## src/rtl/game_pkg.sv

```systemverilog
// Shared game-display definitions: screen defaults, key bit positions, and
// the player update sequencer state encoding.
package game_pkg;

   localparam int H_RES_DEFAULT = 640;
   localparam int V_RES_DEFAULT = 480;

   localparam int KEY_RIGHT = 0;
   localparam int KEY_DOWN  = 1;
   localparam int KEY_LEFT  = 2;

   typedef enum logic [1:0] {
      ST_IDLE   = 2'd0,
      ST_SAMPLE = 2'd1,
      ST_UPDATE = 2'd2,
      ST_RENDER = 2'd3
   } state_e;

endpackage

```

## src/rtl/sync_fall_det.sv

```systemverilog
// Optional 2-FF synchronizer followed by an optional falling-edge detector.
// SYNC_EN=1 inserts the two synchronizer flops; EDGE_EN=1 makes q_o a
// one-cycle pulse on every 1->0 transition of the (synchronized) input,
// otherwise q_o is the synchronized level itself.
module sync_fall_det #(
   parameter int W       = 1,
   parameter bit SYNC_EN = 1'b1,
   parameter bit EDGE_EN = 1'b0
) (
   input  logic         clk,
   input  logic         rst,
   input  logic [W-1:0] d_i,
   output logic [W-1:0] q_o
);

   logic [W-1:0] sync_w;

   generate
      if (SYNC_EN) begin : g_sync
         logic [W-1:0] s1_q, s2_q;
         // two-stage metastability filter, cleared on reset
         always_ff @(posedge clk or negedge rst) begin
            if (!rst) begin
               s1_q <= '0;
               s2_q <= '0;
            end else begin
               s1_q <= d_i;
               s2_q <= s1_q;
            end
         end
         assign sync_w = s2_q;
      end else begin : g_nosync
         assign sync_w = d_i;
      end

      if (EDGE_EN) begin : g_edge
         logic [W-1:0] prev_q;
         // previous-cycle copy; reset to 0 so a low input at reset release
         // never produces a spurious edge
         always_ff @(posedge clk or negedge rst) begin
            if (!rst) prev_q <= '0;
            else      prev_q <= sync_w;
         end
         assign q_o = prev_q & ~sync_w;
      end else begin : g_level
         assign q_o = sync_w;
      end
   endgenerate

endmodule

```

## src/rtl/player_update_ctrl.sv

```systemverilog
// Frame-synchronous player position sequencer. Samples the movement keys on
// each vsync falling edge, steps and bounds the position, then hands off to
// the renderer with a start pulse and waits for done (or a timeout).
// Frame edges arriving while busy are dropped.
// Build option: define PLAYER_WRAP_EN to wrap the position at the screen
// limits instead of saturating.
module player_update_ctrl
   import game_pkg::*;
#(
   parameter int H_RES          = H_RES_DEFAULT,
   parameter int V_RES          = V_RES_DEFAULT,
   parameter int SPRITE         = 2,
   parameter int STEP           = 1,
   parameter int RENDER_TIMEOUT = 1023
) (
   input  logic        clk,
   input  logic        rst,
   input  logic        vsync,
   input  logic [2:0]  keys,
   input  logic        render_done,
   output logic [9:0]  pos_x,
   output logic [9:0]  pos_y,
   output logic        render_start,
   output logic        busy,
   output logic [15:0] frame_count
);

   localparam int TO_W = $clog2(RENDER_TIMEOUT + 1);
   localparam logic signed [10:0] STEP_S = 11'(STEP);
   localparam logic signed [10:0] X_LIM  = 11'(H_RES - SPRITE);
   localparam logic signed [10:0] Y_LIM  = 11'(V_RES - SPRITE);
   localparam logic [9:0] X_RST = 10'(H_RES / 2);
   localparam logic [9:0] Y_RST = 10'(V_RES / 2);

   logic [2:0] keys_s;
   logic       frame_edge;

   sync_fall_det #(.W(3), .SYNC_EN(1'b1), .EDGE_EN(1'b0)) u_key_sync (
      .clk (clk),
      .rst (rst),
      .d_i (keys),
      .q_o (keys_s)
   );

   // vsync is already in the clk domain: only the edge detector is needed
   sync_fall_det #(.W(1), .SYNC_EN(1'b0), .EDGE_EN(1'b1)) u_vs_edge (
      .clk (clk),
      .rst (rst),
      .d_i (vsync),
      .q_o (frame_edge)
   );

   state_e            state_q, state_d;
   logic [2:0]        key_lat_q, key_lat_d;
   logic [9:0]        pos_x_q, pos_x_d, pos_y_q, pos_y_d;
   logic [15:0]       fc_q, fc_d;
   logic              rs_q, rs_d;
   logic [TO_W-1:0]   to_q, to_d;

   logic signed [10:0] dx, dy, nx, ny;
   logic [9:0]         x_fit, y_fit;

   // step and bound the next position from the latched keys
   always_comb begin
      dx = '0;
      case ({key_lat_q[KEY_LEFT], key_lat_q[KEY_RIGHT]})
         2'b01:   dx = STEP_S;
         2'b10:   dx = -STEP_S;
         default: dx = '0;
      endcase
      dy = key_lat_q[KEY_DOWN] ? STEP_S : '0;
      nx = $signed({1'b0, pos_x_q}) + dx;
      ny = $signed({1'b0, pos_y_q}) + dy;
`ifdef PLAYER_WRAP_EN
      if (nx < 0)          x_fit = X_LIM[9:0];
      else if (nx > X_LIM) x_fit = '0;
      else                 x_fit = nx[9:0];
      if (ny < 0)          y_fit = Y_LIM[9:0];
      else if (ny > Y_LIM) y_fit = '0;
      else                 y_fit = ny[9:0];
`else
      if (nx < 0)          x_fit = '0;
      else if (nx > X_LIM) x_fit = X_LIM[9:0];
      else                 x_fit = nx[9:0];
      if (ny < 0)          y_fit = '0;
      else if (ny > Y_LIM) y_fit = Y_LIM[9:0];
      else                 y_fit = ny[9:0];
`endif
   end

   // sequencer next state and register updates
   always_comb begin
      state_d   = state_q;
      key_lat_d = key_lat_q;
      pos_x_d   = pos_x_q;
      pos_y_d   = pos_y_q;
      fc_d      = fc_q;
      rs_d      = 1'b0;
      to_d      = to_q;
      case (state_q)
         ST_IDLE: begin
            if (frame_edge) state_d = ST_SAMPLE;
         end
         ST_SAMPLE: begin
            key_lat_d = keys_s;
            state_d   = ST_UPDATE;
         end
         ST_UPDATE: begin
            pos_x_d = x_fit;
            pos_y_d = y_fit;
            fc_d    = fc_q + 16'd1;
            rs_d    = 1'b1;
            to_d    = '0;
            state_d = ST_RENDER;
         end
         ST_RENDER: begin
            if (render_done || to_q == TO_W'(RENDER_TIMEOUT)) state_d = ST_IDLE;
            else                                              to_d    = to_q + 1'b1;
         end
         default: state_d = ST_IDLE;
      endcase
   end

   // state and datapath registers
   always_ff @(posedge clk or negedge rst) begin
      if (!rst) begin
         state_q   <= ST_IDLE;
         key_lat_q <= '0;
         pos_x_q   <= X_RST;
         pos_y_q   <= Y_RST;
         fc_q      <= '0;
         rs_q      <= 1'b0;
         to_q      <= '0;
      end else begin
         state_q   <= state_d;
         key_lat_q <= key_lat_d;
         pos_x_q   <= pos_x_d;
         pos_y_q   <= pos_y_d;
         fc_q      <= fc_d;
         rs_q      <= rs_d;
         to_q      <= to_d;
      end
   end

   assign pos_x        = pos_x_q;
   assign pos_y        = pos_y_q;
   assign frame_count  = fc_q;
   assign render_start = rs_q;
   assign busy         = (state_q != ST_IDLE);

endmodule

```

## config.mk

```make
export PLATFORM = sky130hd
export DESIGN_NAME = player_update_ctrl
export DESIGN_NICKNAME = d
export VERILOG_FILES = /design/src/rtl/game_pkg.sv /design/src/rtl/sync_fall_det.sv /design/src/rtl/player_update_ctrl.sv
export SDC_FILE = /design/constraint.sdc
export NUM_CORES = 1
export LEC_CHECK = 0
export ABC_AREA = 1
export BUFFER_PORTS_ARGS = -buffer_cell sky130_fd_sc_hd__buf_4
export CAP_MARGIN = 20
export CORE_MARGIN = 3
export CORE_UTILIZATION = 30
export CTS_CLUSTER_SIZE = 12
export DETAILED_ROUTE_END_ITERATION = 8
export GPL_ROUTABILITY_DRIVEN = 0
export GPL_TIMING_DRIVEN = 0
export PLACE_DENSITY = 0.5
export SKIP_LAST_GASP = 1
export SLEW_MARGIN = 20
export SYNTH_ARGS = -nofsm -noshare
export SYNTH_HDL_FRONTEND = slang
export SYNTH_SLANG_ARGS = --single-unit
```

## constraint.sdc

```tcl
create_clock -name clk -period 4.6 [get_ports clk]
set_clock_uncertainty 0.15 [all_clocks]
set_input_delay 0 -clock clk [delete_from_list [all_inputs] [get_ports clk]]
set_output_delay 0 -clock clk [all_outputs]
set_load 0.05 [all_outputs]
```

Yosys cells after proc, flatten, opt, wreduce, memory -nomap -nowiden
Index checks and enable logic that the tools add are counted.
{ "word_totals": {"ff_bits": 59} }
{ "classes": {"addsub": 4, "n_lt_le_gt_ge": 4, "eq_ne": 9, "muxes": 12, "n_bitwise": 2, "reduce_logical": 6} }
{ "ops": {"columns": ["cell", "n"], "rows": [
  ["10-bit 2-to-1 mux", 5],
  ["11-bit by 1-bit less-than comparator with 1-bit output, second input constant", 2],
  ["11-bit one-hot mux with 2 select lines", 1],
  ["10-bit one-hot mux with 2 select lines", 1],
  ["16-bit by 1-bit adder with 16-bit output, second input constant", 1],
  ["10-bit by 1-bit adder with 11-bit output", 1],
  ["11-bit adder", 1],
  ["11-bit by 10-bit greater-than comparator with 1-bit output, second input constant", 1],
  ["11-bit greater-than comparator, second input constant", 1],
  ["10-bit by 1-bit adder with 10-bit output, second input constant", 1],
  ["10-bit equality test, second input constant", 1],
  ["2-bit one-hot mux with 4 select lines", 1],
  ["2-bit equality test, second input constant", 3],
  ["2-bit != test, second input constant", 3],
  ["2-bit by 1-bit equality test with 1-bit output, second input constant", 2],
  ["2-bit 2-to-1 mux", 2],
  ["2-bit AND reduction", 2],
  ["2-bit nonzero test", 2],
  ["2-bit logical NOT", 1],
  ["1-bit 2-to-1 mux", 2],
  ["1-bit bitwise AND", 1],
  ["1-bit logical OR", 1],
  ["1-bit inverter", 1]
]} }

Longest topological paths before layout
{ "depth": {"word_depth": 6, "ltp_mapped": 19, "mapped_depth_nobuf": 19} }

By module
A second synthesis with hierarchy kept.
{ "hier_totals": {"hier_cells": 452, "hier_area_um2": 3611.0} }
{ "by_module_without_submodules": {"columns": ["module", "instances", "cells_per_inst", "area_per_inst_um2"], "rows": [
  ["player_update_ctrl", 1, 443, 3425.8],
  ["sync_fall_det (u_key_sync)", 1, 6, 150.1],
  ["sync_fall_det (u_vs_edge)", 1, 3, 35.0]
]} }

Least setup slack after synthesis
No wires, ideal clock.
{ "synth_path": {"path_kind": "reg2reg", "startpoint": "reg pos_x_q[0] (netlist: pos_x[0])", "endpoint": "reg pos_x_q[2] (netlist: pos_x[2])", "setup_ns": 0.118, "arrival_time_ns": 2.038, "required_ns": 4.332, "setup_slack_ns": 2.294, "stages_incl_launch_ff": 13, "path_buffers": 0, "synth_period_minus_slack_ns": 2.306, "cell_sequence": "dfrtp_1 -> ha_1 -> fa_1 -> nand3_1 -> nand2_1 -> nand2_1 -> nand4_1 -> nand2_1 -> nand3_2 -> nand2_4 -> nand2_1 -> nand2_1 -> nand2_1"} }
{ "synth_via": {"elab_chain_len": 4, "word_cells_on_any_way": 5} }
{ "synth_rtl": {"columns": ["item", "line_no", "rtl"], "rows": [
  ["start: declaration", "player_update_ctrl.sv:55", "logic [9:0] pos_x_q, pos_x_d, pos_y_q, pos_y_d;"],
  ["start signal: assignment", "player_update_ctrl.sv:137", "pos_x_q <= pos_x_d;"],
  ["11-bit adder *", "player_update_ctrl.sv:72", "nx = $signed({1'b0, pos_x_q}) + dx;"],
  ["11-bit greater-than comparator", "player_update_ctrl.sv:83", "else if (nx > X_LIM) x_fit = X_LIM[9:0];"],
  ["10-bit 2-to-1 mux", "player_update_ctrl.sv:83", null],
  ["10-bit 2-to-1 mux *", "player_update_ctrl.sv:82", "if (nx < 0) x_fit = '0;"]
]} }
Mark *: on every way between the ends. The rest lies on a longest branch, timed or not.
A chain may end at the register's enable or synchronous reset.

Worst setup path in the final report
{ "layout_path": {"startpoint": "reg key_lat_q[2]", "endpoint": "reg pos_x_q[7] (netlist: pos_x[7])"} }
{ "layout_via": {"elab_chain_len": 6, "word_cells_on_any_way": 8} }
{ "layout_rtl": {"columns": ["item", "line_no", "rtl"], "rows": [
  ["start: declaration", "player_update_ctrl.sv:54", "logic [2:0] key_lat_q, key_lat_d;"],
  ["start signal: assignment", "player_update_ctrl.sv:136", "key_lat_q <= key_lat_d;"],
  ["2-bit equality test / 2-bit by 1-bit equality test with 1-bit output (equally long branches)", "player_update_ctrl.sv:66", "case ({key_lat_q[KEY_LEFT], key_lat_q[KEY_RIGHT]})"],
  ["11-bit one-hot mux with 2 select lines *", "player_update_ctrl.sv:66", null],
  ["11-bit adder *", "player_update_ctrl.sv:72", null],
  ["11-bit greater-than comparator", "player_update_ctrl.sv:83", null],
  ["10-bit 2-to-1 mux", "player_update_ctrl.sv:83", null],
  ["10-bit 2-to-1 mux *", "player_update_ctrl.sv:82", null]
]} }
Marks and branches as above.

==> metrics.md <==
| Metric | Value |
|---|---|
| Number of synthesized register bits | 59 |
| Height of the die | 115 um |
| CTS tree | yes |
| Final setup fails | 0 |
| Synth Cell Area | 3590 sq um |
| Post-Synth Simple-Gate Area | 34.9% |
| DR vias/cell | 4.45 |
| WP buf/inv | 1 |
| Mapped Avg Cell Area | 7.81 sq um |
| Die W | 115 um |
| Final net count | 542 |
| Area leader, netlist | dfrtp_1 |
| Layout cell share with drive strength beyond 1 | 21.3% |
| Root Buffer | clkbuf_16 |
| Max-cap violation count | 0 |
| CTS sink cnt | 59 |
| Register share of total power | 23.9% |
| Main area contributors after synthesis | dfrtp_1 37%, nand2_1 15%, inv_1 6.2% |
| Pwr Density | 721 nW/um^2 |
| Drt drc | 0 |
| Wire per inst | 11.7 um |
| DR iter-0 viols | 150 |
| Pin count of the biggest net entering global routing | 60 |
| Most frequent CP cell | nand3_1 |
| GR Util All Layers | 12.8% |
| Maximum clock rate | 385 MHz |
| Total grt overflow | 0 |
| Synthesized net count | 481 |
| R2r setup slk | 2000 ps |
| Initial DRT Pass Iterations | 5 |
| # IOs | 45 |
| Seq/Total Area, Yosys | 41.3% |
| Main combinational cell family by area after synthesis | simple AND/OR/NAND/NOR gates |
| Sum Neg Setup Slack | 0 ps |
| Fill cells | 1183 |
| YS warnings | 0 |
| Compound-Gate Fraction of Synth Area | 4.63% |
| Reg clk slew, reported paths | 50 ps |
| Max Slew Vio Count | 0 |
| Total Power | 3.25 mW |
| Total CTS buffers | 9 |
| RSZ-0062 raised after global routing | no |
| Worst slew pin tran | 746 ps |
| Syn Inst Count | 460 |
| Vias in the first global route | 2984 |
| CTS max path bufs | 2 |
| Maximum vdd drop | 249 uV |
| Worst Setup End Kind | register |
| RR Startpoint | key_lat_q[2] |
| Combinational group share of total power | 52.2% |
| Leakage | 2.34 nW |
| Crit-path leading delay family | adder cells |
| Rows | 39 |
| Starting density of the core | 31.1% |
| Xor and xnor area share after synthesis | 5.37% |
| PostCTS Resize Cnt | 0 |
| Sw Pwr | 1.50 mW |
| Core area | 11600 sq um |
| First-pass GRT wire length | 13600 um |
| Antenna viol nets, final | 0 |
| Drt total wl | 7810 um |
| Synth Area in Adders | 5.09% |
| WP data required | 4660 ps |
| Port Buffers | 44 |
| P&R area growth vs syn | 25.6% |
| Vias | 2979 |
| Worst r2r dst | pos_x[7] |
| H-tree Lvls | 3 |
| Sw Ratio | 46.3% |
| Initial antenna violation count | 0 |
| Clock Latency Late Sink | 320 ps |
| Outcome | complete, no violations |
| CP startpoint kind | register |
| Worst path max stage delay | 490 ps |
| Top-area cell type share of the netlist area | 36.9% |
| Mux contribution to synthesized area | 0.627% |
| FF-to-FF path depth | 14 |
| Final worst-path cycle share | 56.4% |
| Worst path arrival time | 2660 ps |
| Slew HR | 50.3% |
| Max Fanout on Critical Path | 8 |
| N_diodes | 0 |
| Setup CP Type | reg -> reg |
| Critical path cell sequence | ha_1 -> inv_1 -> ha_1 -> fa_1 -> nand3_1 -> nand2_1 -> nor2_1 -> nand3_1 -> nor2_1 -> nand3_1 -> nand3_2 -> nand2_4 -> nand3b_1 -> nand2_1 |
| Min-Delay Path Class | in -> async |
| Crit path max-delay cell type | fa_1 |
| Commonest non-fill, non-tap cells in the layout | 148 x nand2_1, 59 x inv_1, 53 x dfrtp_1 |
| Most common cell after layout, fill and taps aside | nand2_1 |
| HPWL Detailed | 5800 um |
| Final Hold Vio Count | 0 |
| Total Die Area | 13300 sq um |
| Cell Int Power | 1.75 mW |
| Clock network power share | 23.9% |
| Yosys cell types | 34 |
| Period minus WS final | 2600 ps |
## cells by family after synthesis
logic type	after synthesis
AND/OR/NAND/NOR	262
buffers and inverters	70
flip-flops	59
AO/OA/AOI/OAI	31
XOR/XNOR	22
adder cells (fa/ha/maj)	14
multiplexers	2
## final cells by class
type	instances	area (sq um)	share of cell area (%)
Multi-Input combinational cell	331	1820	40.3
Buffer	6	48.8	1.08
Tap cell	143	179	3.97
Inverter	64	240	5.32
Timing Repair Buffer	50	390	8.65
Sequential cell	59	1480	32.9
Clock buffer	10	239	5.30
Clock inverter	6	113	2.50
## synth_stat cells
cell type  number
a21oi_1         7
a32o_1          1
buf_4           1
buf_6           3
clkbuf_1        2
dfrtp_1        53
dfstp_2         6
fa_1            1
ha_1           13
inv_1          59
inv_2           5
mux2_2          2
nand2_1       148
nand2_2         8
nand2_4        13
nand3_1        28
nand3_2         3
nand3b_1        2
nand4_1        11
nor2_1         31
nor2_2          6
nor2_4          2
nor3_1          4
nor3_2          2
nor3b_2         1
nor4_1          1
o21ai_0        15
o21ai_1         5
o21bai_1        1
o22ai_1         1
o31ai_1         1
or2_1           2
xnor2_1         8
xor2_1         14
## routing by layer
metal  global-route usage (%)  up-vias  share of wire [%]
met5                        0        -                  0
met4                     4.69        0                1.4
met3                     2.95        8                3.5
met2                     20.2       33                 44
met1                     17.1     1373                 51
li1                         -     1565                  -
## flip-flops by register name, indices dropped and copies added, names as in the netlist
register	flops
frame_count	16
key_lat_q	3
pos_x	10
pos_y	10
render_start	1
state_q	2
to_q	10
u_key_sync.g_sync.s1_q	3
u_key_sync.q_o	3
u_vs_edge.g_edge.prev_q	1
## power groups by stage
stage	logic [mW]	registers, mW	clock network (mW)
5_1_grt	1.91	0.799	0.823
6_report	1.70	0.776	0.779
4_1_cts	1.72	0.779	0.802
3_3_place_gp	1.70	0.782	0
2_1_floorplan	1.06	1.02	0
3_5_place_dp	1.70	0.786	0
## worst reg2reg max path: stages, from the launching register on
cell,delay (ps)
dfrtp_1,390
ha_1,280
inv_1,40
ha_1,220
fa_1,490
nand3_1,130
nand2_1,70
nor2_1,80
nand3_1,90
nor2_1,110
nand3_1,120
nand3_2,100
nand2_4,90
nand3b_1,90
nand2_1,50
## worst max-delay path by stage
stage | slack (ps) | cells past startpoint | to | start
after floorplan | 2290 | 12 | pos_x[2] | pos_x[0]
after global placement | 2020 | 14 | pos_x[7] | key_lat_q[2]
after detailed placement | 2040 | 14 | pos_x[1] | key_lat_q[2]
after CTS | 1990 | 14 | pos_x[4] | key_lat_q[2]
after global routing | 1790 | 14 | pos_x[7] | key_lat_q[2]
final | 2000 | 14 | pos_x[7] | key_lat_q[2]
## repair_timing
action	4_1_cts	5_1_grt
hold endpoints to repair	61	0
hold buffers	6	0
endpoints found under the setup margin	0	0
setup buffers	0	0
## through the flow
| step | std cells | hold slack, ps | instance area, sq um | util [%] | worst slack (ps) |
|---|---|---|---|---|---|
| 2_1_floorplan | 460 | -446 | 3590 | - | 2290 |
| 3_3_place_gp | 647 | -38.2 | 4100 | 35.5 | 2020 |
| 3_5_place_dp | 647 | -37.4 | 4100 | 35.5 | 2040 |
| 4_1_cts | 669 | 166 | 4510 | 39.0 | 1990 |
| 5_1_grt | 669 | 178 | 4510 | 39.0 | 1790 |
| 6_report | 669 | 131 | 4510 | 39.0 | 2000 |
Note: power is estimated with default switching activity, not from simulation.
